### src/rtl/cpu_pkg.sv
// Shared CPU definitions: opcodes, instruction field positions, fetch FSM
// encoding and the fetch-stage IF/ID record.
package cpu_pkg;

  localparam logic [5:0] OP_R     = 6'h00;
  localparam logic [5:0] OP_J     = 6'h02;
  localparam logic [5:0] OP_BEQ   = 6'h04;
  localparam logic [5:0] OP_BNE   = 6'h05;
  localparam logic [5:0] OP_ADD_I = 6'h08;
  localparam logic [5:0] OP_SUB_I = 6'h0A;
  localparam logic [5:0] OP_LW    = 6'h23;
  localparam logic [5:0] OP_SW    = 6'h2B;

  localparam int OP_MSB     = 31;
  localparam int OP_LSB     = 26;
  localparam int RS_MSB     = 25;
  localparam int RS_LSB     = 21;
  localparam int RT_MSB     = 20;
  localparam int RT_LSB     = 16;
  localparam int RD_MSB     = 15;
  localparam int RD_LSB     = 11;
  localparam int AMT_MSB    = 10;
  localparam int AMT_LSB    = 6;
  localparam int FUNCT_MSB  = 5;
  localparam int FUNCT_LSB  = 0;
  localparam int IMM_MSB    = 15;
  localparam int IMM_LSB    = 0;
  localparam int TARGET_MSB = 25;
  localparam int TARGET_LSB = 0;

  // FETCH: request live; WAIT: skid full, no request; DROP: stale request in flight
  localparam logic [1:0] ST_FETCH = 2'd0;
  localparam logic [1:0] ST_WAIT  = 2'd1;
  localparam logic [1:0] ST_DROP  = 2'd2;

  typedef struct packed {
    logic [31:0] instr;
    logic [31:0] pc;
  } ifid_t;

  function automatic logic [31:0] align_pc(input logic [31:0] pc);
    return {pc[31:2], 2'b00};
  endfunction

endpackage

### src/rtl/instr_split.sv
// Pure combinational decode of an instruction word into its fields;
// shared by the fetch stage outputs and the control unit.
module instr_split
  import cpu_pkg::*;
(
  input  logic [31:0] i_instr,
  output logic [5:0]  o_op,
  output logic [4:0]  o_rs,
  output logic [4:0]  o_rt,
  output logic [4:0]  o_rd,
  output logic [4:0]  o_amount,
  output logic [5:0]  o_funct,
  output logic [15:0] o_imm,
  output logic [25:0] o_target
);

  assign o_op     = i_instr[OP_MSB:OP_LSB];
  assign o_rs     = i_instr[RS_MSB:RS_LSB];
  assign o_rt     = i_instr[RT_MSB:RT_LSB];
  assign o_rd     = i_instr[RD_MSB:RD_LSB];
  assign o_amount = i_instr[AMT_MSB:AMT_LSB];
  assign o_funct  = i_instr[FUNCT_MSB:FUNCT_LSB];
  assign o_imm    = i_instr[IMM_MSB:IMM_LSB];
  assign o_target = i_instr[TARGET_MSB:TARGET_LSB];

endmodule

### src/rtl/fetch_unit.sv
// Instruction fetch stage: drives one outstanding memory request, holds the
// IF/ID register with a one-entry skid, and handles redirects.
module fetch_unit
  import cpu_pkg::*;
#(
  parameter logic [31:0] RESET_PC = 32'h0000_0000
) (
  input  logic        i_clk,
  input  logic        i_rst,
  output logic [31:0] o_imem_addr,
  output logic        o_imem_req,
  input  logic        i_imem_ack,
  input  logic [31:0] i_imem_rdata,
  input  logic        i_stall,
  input  logic        i_redirect,
  input  logic [31:0] i_redirect_pc,
  output logic        o_valid,
  output logic [31:0] o_instr,
  output logic [31:0] o_pc,
  output logic [31:0] o_pc_plus4,
  output logic [5:0]  o_op,
  output logic [4:0]  o_rs,
  output logic [4:0]  o_rt,
  output logic [4:0]  o_rd,
  output logic [4:0]  o_amount,
  output logic [5:0]  o_funct,
  output logic [15:0] o_imm,
  output logic [25:0] o_target
);

  logic [1:0]  r_state;
  logic [31:0] r_fetch_pc;
  logic [31:0] r_target;
  logic        r_valid;
  logic [31:0] r_instr;
  logic [31:0] r_pc;
  ifid_t       r_skid;
  logic        r_skid_valid;

  logic [31:0] w_redirect_pc;
  logic [31:0] w_fetch_pc_inc;
  logic        w_out_free;

  assign w_redirect_pc  = align_pc(i_redirect_pc);
  assign w_fetch_pc_inc = r_fetch_pc + 32'd4;
  assign w_out_free     = !r_valid || !i_stall;

  // Request drops combinationally during reset so memory sees the cancel at once.
  assign o_imem_req  = !i_rst && (r_state != ST_WAIT);
  assign o_imem_addr = r_fetch_pc;

  assign o_valid    = r_valid;
  assign o_instr    = r_instr;
  assign o_pc       = r_pc;
  assign o_pc_plus4 = r_pc + 32'd4;

  always_ff @(posedge i_clk) begin
    if (i_rst) begin
      r_state      <= ST_FETCH;
      r_fetch_pc   <= RESET_PC;
      r_target     <= RESET_PC;
      r_valid      <= 1'b0;
      r_instr      <= 32'h0;
      r_pc         <= 32'h0;
      r_skid       <= '0;
      r_skid_valid <= 1'b0;
    end else begin
      case (r_state)
        ST_FETCH: begin
          if (i_redirect) begin
            r_valid      <= 1'b0;
            r_skid_valid <= 1'b0;
            if (i_imem_ack) begin
              r_fetch_pc <= w_redirect_pc;
            end else begin
              // The request on the old address must still complete; remember where to go.
              r_target <= w_redirect_pc;
              r_state  <= ST_DROP;
            end
          end else if (i_imem_ack) begin
            r_fetch_pc <= w_fetch_pc_inc;
            if (w_out_free) begin
              r_instr <= i_imem_rdata;
              r_pc    <= r_fetch_pc;
              r_valid <= 1'b1;
            end else begin
              r_skid.instr <= i_imem_rdata;
              r_skid.pc    <= r_fetch_pc;
              r_skid_valid <= 1'b1;
              r_state      <= ST_WAIT;
            end
          end else if (r_valid && !i_stall) begin
            r_valid <= 1'b0;
          end
        end

        ST_WAIT: begin
          if (i_redirect) begin
            r_valid      <= 1'b0;
            r_skid_valid <= 1'b0;
            r_fetch_pc   <= w_redirect_pc;
            r_state      <= ST_FETCH;
          end else if (!i_stall) begin
            r_instr      <= r_skid.instr;
            r_pc         <= r_skid.pc;
            r_valid      <= r_skid_valid;
            r_skid_valid <= 1'b0;
            r_state      <= ST_FETCH;
          end
        end

        ST_DROP: begin
          if (i_imem_ack) begin
            r_fetch_pc <= i_redirect ? w_redirect_pc : r_target;
            r_state    <= ST_FETCH;
          end else if (i_redirect) begin
            r_target <= w_redirect_pc;
          end
        end

        default: begin
          r_state      <= ST_FETCH;
          r_valid      <= 1'b0;
          r_skid_valid <= 1'b0;
        end
      endcase
    end
  end

  instr_split u_instr_split (
    .i_instr  (r_instr),
    .o_op     (o_op),
    .o_rs     (o_rs),
    .o_rt     (o_rt),
    .o_rd     (o_rd),
    .o_amount (o_amount),
    .o_funct  (o_funct),
    .o_imm    (o_imm),
    .o_target (o_target)
  );

endmodule

### config.mk
export PLATFORM = sky130hd
export DESIGN_NAME = fetch_unit
export DESIGN_NICKNAME = d
export VERILOG_FILES = /design/src/rtl/cpu_pkg.sv /design/src/rtl/instr_split.sv /design/src/rtl/fetch_unit.sv
export SDC_FILE = /design/constraint.sdc
export NUM_CORES = 1
export LEC_CHECK = 0
export CAP_MARGIN = 25
export CELL_PAD_IN_SITES_DETAIL_PLACEMENT = 1
export CELL_PAD_IN_SITES_GLOBAL_PLACEMENT = 1
export CORE_ASPECT_RATIO = 0.75
export CORE_MARGIN = 1.5
export CORE_UTILIZATION = 32
export DETAILED_ROUTE_END_ITERATION = 10
export PLACE_DENSITY = 0.73
export SYNTH_ARGS = -nofsm -noshare
export SYNTH_HDL_FRONTEND = slang
export SYNTH_HIERARCHICAL = 1
export SYNTH_SLANG_ARGS = --single-unit
### constraint.sdc
create_clock -name i_clk -period 2 [get_ports i_clk]
set_input_delay 0.6 -clock i_clk [delete_from_list [all_inputs] [get_ports i_clk]]
set_output_delay 0.6 -clock i_clk [all_outputs]
set_load 0.02 [all_outputs]
* Yosys cells after proc, flatten, opt, wreduce, memory -nomap -nowiden *
Cells that the tools add are included.

storage, ports and cells
  register bits after elaboration = 196
  input port bits = 69
  logic and storage cells = 94

cells by class
  add/sub/neg operators = 2
  bitwise logic cells = 3
  reductions and logical operators = 17
  multiplexer cells = 44
  eq/ne operators = 19

operators with widths
  kind                   count
  $mux 32                19
  $pmux 32 s2            3
  $pmux 32 s3            1
  $add 32x3->32 const B  2
  $ne 2x2->1 const B     10
  $reduce_and 4->1       5
  $mux 2                 7
  $ne 3x3->1 const B     4
  $mux 1                 11
  $ne 4x4->1 const B     2
  $pmux 1 s3             2
  $pmux 2 s3             1
  $reduce_and 6->1       1
  $reduce_and 5->1       1
  $reduce_bool 2->1      2
  $logic_not 1->1        3
  $not 1->1              3
  $reduce_bool 3->1      1
  $eq 2x1->1 const B     1
  $eq 2x2->1 const B     1
  $logic_and 1x1->1      2
  $logic_not 2->1        1
  $ne 2x1->1 const B     1
  $logic_or 1x1->1       1

* Longest topological paths before layout *
Gate-level depths: netlist of the first run.

  depth after elaboration = 6
  mapped depth = 10

* By module *
The synthesis of the first run kept the hierarchy.

modules (own cells, without submodules)
  module       times used  cells an instance  area an instance (um2)  sequential area each (um2)
  fetch_unit   1           1220               9784.4                  3923.8
  instr_split  1           74                 555.5                   0.0

* Worst setup path before layout of the first run *
No wires, ideal clock.

  kind = reg2out
  from = register r_pc[2], in the netlist o_pc[2]
  to = output port o_pc_plus4[26]
  stages on the path, launching flop included = 7
  slack = -0.550 ns
  arrival time = 1.950 ns
  cell sequence = dfxtp_1 ha_1 nand3_1 nor2_1 nand4_2 nor3_1 xor2_1

between the ends
  longest elaborated chain between the ends = 1

RTL lines
  element                   RTL line           text
  start: declaration        fetch_unit.sv:36   logic [31:0] r_pc;
  start signal: assignment  fetch_unit.sv:84   r_pc <= r_fetch_pc;
  start signal: assignment  fetch_unit.sv:105  r_pc <= r_skid.pc;
  $add 32x3->32             fetch_unit.sv:55   assign o_pc_plus4 = r_pc + 32'd4;
  end: declaration          fetch_unit.sv:20   output logic [31:0] o_pc_plus4,

Every way passes these cells.

* Worst setup path after layout of the first run *
  from = register r_pc[7], in the netlist o_pc[7]
  to = output port o_pc_plus4[30]

Same word-level chain as after synthesis.

==> flow_summary.json, run 1 <==
{
  "status": "complete, but fails checks",
  "powerDensity_nw_per_um2": 808,
  "cp_slowest_cell": "dfxtp_4",
  "via_count": 11100,
  "crit_buf_inv": 3,
  "ant_nets": 0,
  "fillers": 3565,
  "die_area_um2": 33400,
  "vias_per_cell": 5.38,
  "violations": "negative setup slack",
  "tightest_slew_ps": 581,
  "portBuffers": 270,
  "synth_area_per_cell_um2": 7.99,
  "cp-end-kind": "output port",
  "critical_path.max_fanout": 7,
  "place_congestion": 0.818,
  "syn_area_um2": 10300,
  "p_sw_mw": 5.28,
  "min_period_over_period_pct": 140,
  "drc_errors": 0,
  "antenna_found_initial": 0,
  "clock.fmax_mhz": 358,
  "fp.dieW_um": 211,
  "cts_made_buffers": 17,
  "internal_power_mw": 8.59,
  "finalInstanceArea_um2": 17200,
  "synth-seq-cells": 196,
  "ys.warnings.count": 6,
  "area_delta_synth_final_pct": 66.1,
  "hold_path_class": "reg2reg",
  "clkSlewWorstSetupHoldPaths_ps": 80,
  "rsz0062_at_grt": "yes",
  "power.share.sequential_pct": 32.9,
  "cp_data_required_time_ps": 1400,
  "gr-total-overflow": 0,
  "clk_latency_ps": 470,
  "synth_top_cell_area_share_pct": 37.9,
  "drive_gt1_share_pct": 35.7,
  "met2_usage_pct": 45.0,
  "synthFlopType": "dfxtp_1",
  "drt-initial-drc-count": 525,
  "preCtsSetupSlack_ps": -745,
  "synth_edf_count": 0,
  "postSynthCellCount": 1294,
  "grt_pass1_vias": 11600,
  "ys_seq_area_share_pct": 37.9,
  "max_stage_delay_ps": 350,
  "rows": 56,
  "cts_root_buffer": "clkbuf_16",
  "crit_path_start_kind": "register",
  "grt.total_usage_pct": 26.1,
  "cts_buffer_depth": 2,
  "cts.sinks": 196,
  "tritoncts": "done",
  "dp_hpwl_um": 28200,
  "maxSlewHeadroom_pct": 61.2,
  "wirelength_um": 44600,
  "grt_start_max_net_pins": 65,
  "multiInputGateArea_um2": 6760,
  "synth_nets": 1369,
  "crit_family": "simple AND/OR/NAND/NOR gates",
  "cp_cell_sequence": "nand4_1, nor3_4, nand4_4, buf_12, buf_6, nor3_4, xor2_2, buf_6",
  "fin_cells": 2063,
  "slew_viol_final": 0,
  "yosys.area.top_type": "dfxtp_1",
  "met1_usage_pct": 33.1,
  "worstPathArrival_ps": 2190,
  "setup_viol": 107,
  "crit_type": "reg2out",
  "grtUsageMet3_pct": 5.50,
  "pwr-share-comb_pct": 41.5,
  "start_util_pct": 32.8,
  "leakagePower_nw": 7.02,
  "utilization_pct": 54.5,
  "final_common_cell": "nand2_1",
  "holdBufCountCts": 0,
  "fin_worst_skew_ps": 15.4,
  "max_cap_violations": 0,
  "finalHoldViolCount": 0,
  "postSynth.asyncResetShare_pct": 0,
  "routedWlPerCell_um": 21.6,
  "grt_pass1_wl_um": 67100,
  "p_sw_share_pct": 38.1,
  "drt_first_pass_iters": 5,
  "fp.coreArea_um2": 31500,
  "top_usage_layer": "met2",
  "post_dp_cell_area_um2": 14400,
  "finalNetCount": 1719,
  "io_pins": 273,
  "layout_common_cells": "nand2_1, dfxtp_1, dlygate4sd2_1",
  "p_clk_share_pct": 25.6,
  "regArea_um2": 3980,
  "peakVddDrop_mv": 0.474,
  "htreeDepth": 4,
  "antennaDiodeCount": 0,
  "synth_cell_types": 69,
  "min_period_ps": 2790,
  "dp.cells": 1957,
  "synth.area.top_cells": "dfxtp_1, nand2_1, a21oi_1",
  "die_h_um": 159,
  "fin_ws_ps": -793
}
[flip-flops by register name (all words and copies together) (netlist names)]
register,count
r_skid,64
o_imem_addr,32
o_instr,32
o_pc,32
r_target,32
r_state,2
o_valid,1
r_skid_valid,1
[metal layers]
layer / vias up / wire length (um)
met1: 5614 / 19600
met3: 47 / 2180
met4: 0 / 813
li1: 5164 / -
met5: - / 0
met2: 266 / 22100
[worst register-to-register path: stages (launching register included)]
cell	delay (ps)
dfxtp_2	340
buf_6	120
ha_4	170
buf_12	130
buf_6	110
o32a_1	360
nor2_4	200
buf_12	180
buf_12	130
buf_16	140
nor2_4	40
a211oi_2	170
[final timing paths]
kind	to	depth (start not counted)	start	slack, ps
min	r_target[5]	2	r_target[5]	460
max reg2reg	o_pc[18]	11	r_state[0]	-170
min reg2reg	r_target[5]	2	r_target[5]	460
max	o_pc_plus4[30]	8	o_pc[7]	-790
[kinds of logic after synthesis]
| group | Yosys count | synth area share [%] |
|---|---|---|
| buffers and inverters | 197 | 10.6 |
| adder cells (fa/ha/maj) | 6 | 0.726 |
| AND/OR/NAND/NOR | 466 | 20.6 |
| AO/OA/AOI/OAI | 320 | 19.8 |
| multiplexers | 78 | 7.66 |
| XOR/XNOR | 31 | 2.63 |
| flip-flops | 196 | 37.9 |
[layout make-up]
class	instances	share of cell area, %
Clock inverter	14	0.772
Inverter	17	0.401
Clock buffer	18	2.62
Multi-Input combinational cell	901	39.4
Tap cell	406	2.96
Sequential cell	196	23.2
Timing Repair Buffer	511	30.7
[metrics by stage]
stage | TNS [ps] | power, mW | hold slack (ps)
after detailed placement | -83590 | 9.25 | 448
after CTS | -24780 | 13.7 | 459
after floorplan | -2540 | 7.10 | 434
after global placement | -70400 | 9.14 | 439
after global routing | -28320 | 14.4 | 474
final | -21170 | 13.9 | 460
[synth_stat cells, types with 4 or more instances]
library cell and count:
nand2_1 238, dfxtp_1 196, a21oi_1 146, nor2_1 105, buf_4 78, a211oi_1 69, mux2i_1 69, clkbuf_1 56
buf_2 41, nand3_1 26, o21ai_0 25, nor3_1 22, inv_1 17, xnor2_1 16, xor2_1 15, nand4_1 13
a221oi_1 10, nor4_1 10, a22oi_1 9, mux2_2 9, a22o_1 8, a31oi_1 7, and3_1 7, ha_1 6
a21o_1 5, nand2b_1 5, a221o_1 4, a31o_2 4, and2_1 4, and4_1 4, nor2b_1 4, nor3b_1 4
o31ai_1 4, or3_1 4
[timing repair]
action | in CTS | in global routing
setup endpoints to repair | 331 | 152
cloned | 18 | 1
pin swaps | 112 | 59
gates resized for setup | 607 | 116
buffers inserted | 51 | 22
[power by group through the flow]
stage               registers [mW]  clock network [mW]  logic, mW
floorplan                     4.93                   0       2.16
global placement              4.59                   0       4.54
detailed placement            4.61                   0       4.64
CTS                           4.55                3.61       5.50
global route                  4.60                3.75       6.08
finish                        4.56                3.56       5.75
(Power assumes the default switching activity.)
==> run 2: changes to the inputs <==
--- a/config.mk
+++ b/config.mk
@@ -9,7 +9,7 @@
 export CELL_PAD_IN_SITES_DETAIL_PLACEMENT = 1
 export CELL_PAD_IN_SITES_GLOBAL_PLACEMENT = 1
 export CORE_ASPECT_RATIO = 0.75
-export CORE_MARGIN = 1.5
+export CORE_MARGIN = 3
 export CORE_UTILIZATION = 32
 export DETAILED_ROUTE_END_ITERATION = 10
 export PLACE_DENSITY = 0.73
==> flow_summary.json, run 2 (synthesis results as in run 1) <==
{
  "gr-total-overflow": 0,
  "clock.fmax_mhz": 374,
  "io_pins": 273,
  "min_period_ps": 2670,
  "regArea_um2": 3990,
  "ant_nets": 0,
  "final_common_cell": "nand2_1",
  "max_cap_violations": 0,
  "portBuffers": 270,
  "rsz0062_at_grt": "yes",
  "crit_path_start_kind": "register",
  "fp.coreArea_um2": 31500,
  "crit_cells": 8,
  "r2r_cells": 9,
  "drt_first_pass_iters": 5,
  "grt_pass1_vias": 11500,
  "htreeDepth": 4,
  "max_stage_delay_ps": 350,
  "cts_root_buffer": "clkbuf_16",
  "grt_start_max_net_pins": 87,
  "status": "complete, but fails checks",
  "slew_viol_final": 0,
  "clkSlewWorstSetupHoldPaths_ps": 80,
  "wirelength_um": 47000,
  "antenna_found_initial": 0,
  "holdBufCountCts": 0,
  "die_area_um2": 34500,
  "post_dp_cell_area_um2": 14300,
  "preCtsSetupSlack_ps": -811,
  "cp-end-kind": "output port",
  "layout_common_cells": "nand2_1, dfxtp_1, buf_4",
  "hold_depth": 2,
  "fp.dieW_um": 214,
  "fillers": 3472,
  "drive_gt1_share_pct": 39.3,
  "start_util_pct": 32.8,
  "powerDensity_nw_per_um2": 795,
  "cts_buffer_depth": 2,
  "rows": 56,
  "worstPathArrival_ps": 2070,
  "drt-initial-drc-count": 514,
  "cp_cell_sequence": "nand4_1, nor3_4, buf_6, nand4_4, buf_12, nor3_4, xor2_2, buf_6",
  "utilization_pct": 55.9,
  "fin_ws_ps": -673,
  "cp_slowest_cell": "dfxtp_4",
  "finalHoldViolCount": 0,
  "largest_reg_flops": 64,
  "tightest_slew_ps": 565,
  "violations": "negative setup slack",
  "via_count": 11200,
  "min_period_over_period_pct": 134,
  "fin_worst_skew_ps": 14.8,
  "dp_hpwl_um": 28400,
  "finalInstanceArea_um2": 17600,
  "critical_path.max_fanout": 8,
  "routedWlPerCell_um": 22.6,
  "place_congestion": 0.862,
  "clk_latency_ps": 460,
  "grt_pass1_wl_um": 66400,
  "hold_path_class": "reg2reg",
  "die_h_um": 162,
  "peakVddDrop_mv": 0.538,
  "area_delta_synth_final_pct": 70.5,
  "antennaDiodeCount": 0,
  "leakagePower_nw": 7.19,
  "crit_type": "reg2out",
  "cp_data_required_time_ps": 1400,
  "cts_made_buffers": 17,
  "crit_buf_inv": 3,
  "crit_family": "simple AND/OR/NAND/NOR gates",
  "grt.total_usage_pct": 24.6,
  "maxSlewHeadroom_pct": 62.3,
  "top_register": "r_skid",
  "drc_errors": 0,
  "finalNetCount": 1735,
  "multiInputGateArea_um2": 7040,
  "tritoncts": "done",
  "setup_viol": 98,
  "vias_per_cell": 5.41,
  "fin_hold_ws_ps": 454,
  "cts.sinks": 196,
  "power.total_mw": 14.0
}
run 2: cell count changes in the layout (fill, tap and decap cells not counted), moves of 8 or more:
cell,delta
a21oi_2,+40
a211oi_2,-16
nor2_4,-23
buf_4,+15
nand2_4,+20
nand2_1,-39
a21oi_1,-41
buf_12,-11
clkbuf_16,+8
a211oi_1,+15
nor2_1,+26
nand2_2,+19
run 2: power by group:
group	leakage, nW	internal (mW)	total, mW	switching, mW
Combinational	5.26	2.56	5.65	3.09
Sequential	1.61	4.22	4.57	0.343
Clock	0.313	2.04	3.80	1.76
Total	7.19	8.82	14.0	5.19
run 2: final timing paths:
kind                            slack [ps]               to       start
worst max-delay path                  -670   o_pc_plus4[30]     o_pc[7]
worst min-delay path                   450       r_skid[24]  r_skid[24]
worst max register to register        -160  o_imem_addr[15]  r_state[0]
worst min register to register         450       r_skid[24]  r_skid[24]
run 2: cell type report:
class                           instances  share of cell area (%)
Multi-Input combinational cell        902                    39.9
Timing Repair Buffer                  526                    30.6
Clock buffer                           20                    2.71
Clock inverter                         12                   0.880
Sequential cell                       196                    22.6
Tap cell                              406                    2.88
Inverter                               17                   0.405
run 2: per-layer routing:
metal	track usage (%)	vias to the layer above	part of all wire [%]
li1	-	5202	-
met5	0	-	0
met1	32.8	5643	44
met2	40.8	324	48
met4	6.90	0	2.3
met3	4.69	68	5.5
run 2: worst min-delay path, cell delays in order (launching register included):
cell and delay (ps):
dfxtp_1 310, nand2_1 50, a21oi_1 50
run 2: per-stage QoR:
step / setup TNS [ps] / instances
6_report: -16070 / 2079
5_1_grt: -25480 / 2079
4_1_cts: -18250 / 2048
3_5_place_dp: -84320 / 1965
3_3_place_gp: -76420 / 1965
2_1_floorplan: -2540 / 1294
run 2: timing repair:
action                     in CTS  in global routing
cloned                         16                 15
pin swaps                      95                139
setup buffers                  38                 35
hold endpoints to repair        0                  0
gates resized for setup       526                260
setup endpoints to repair     359                196
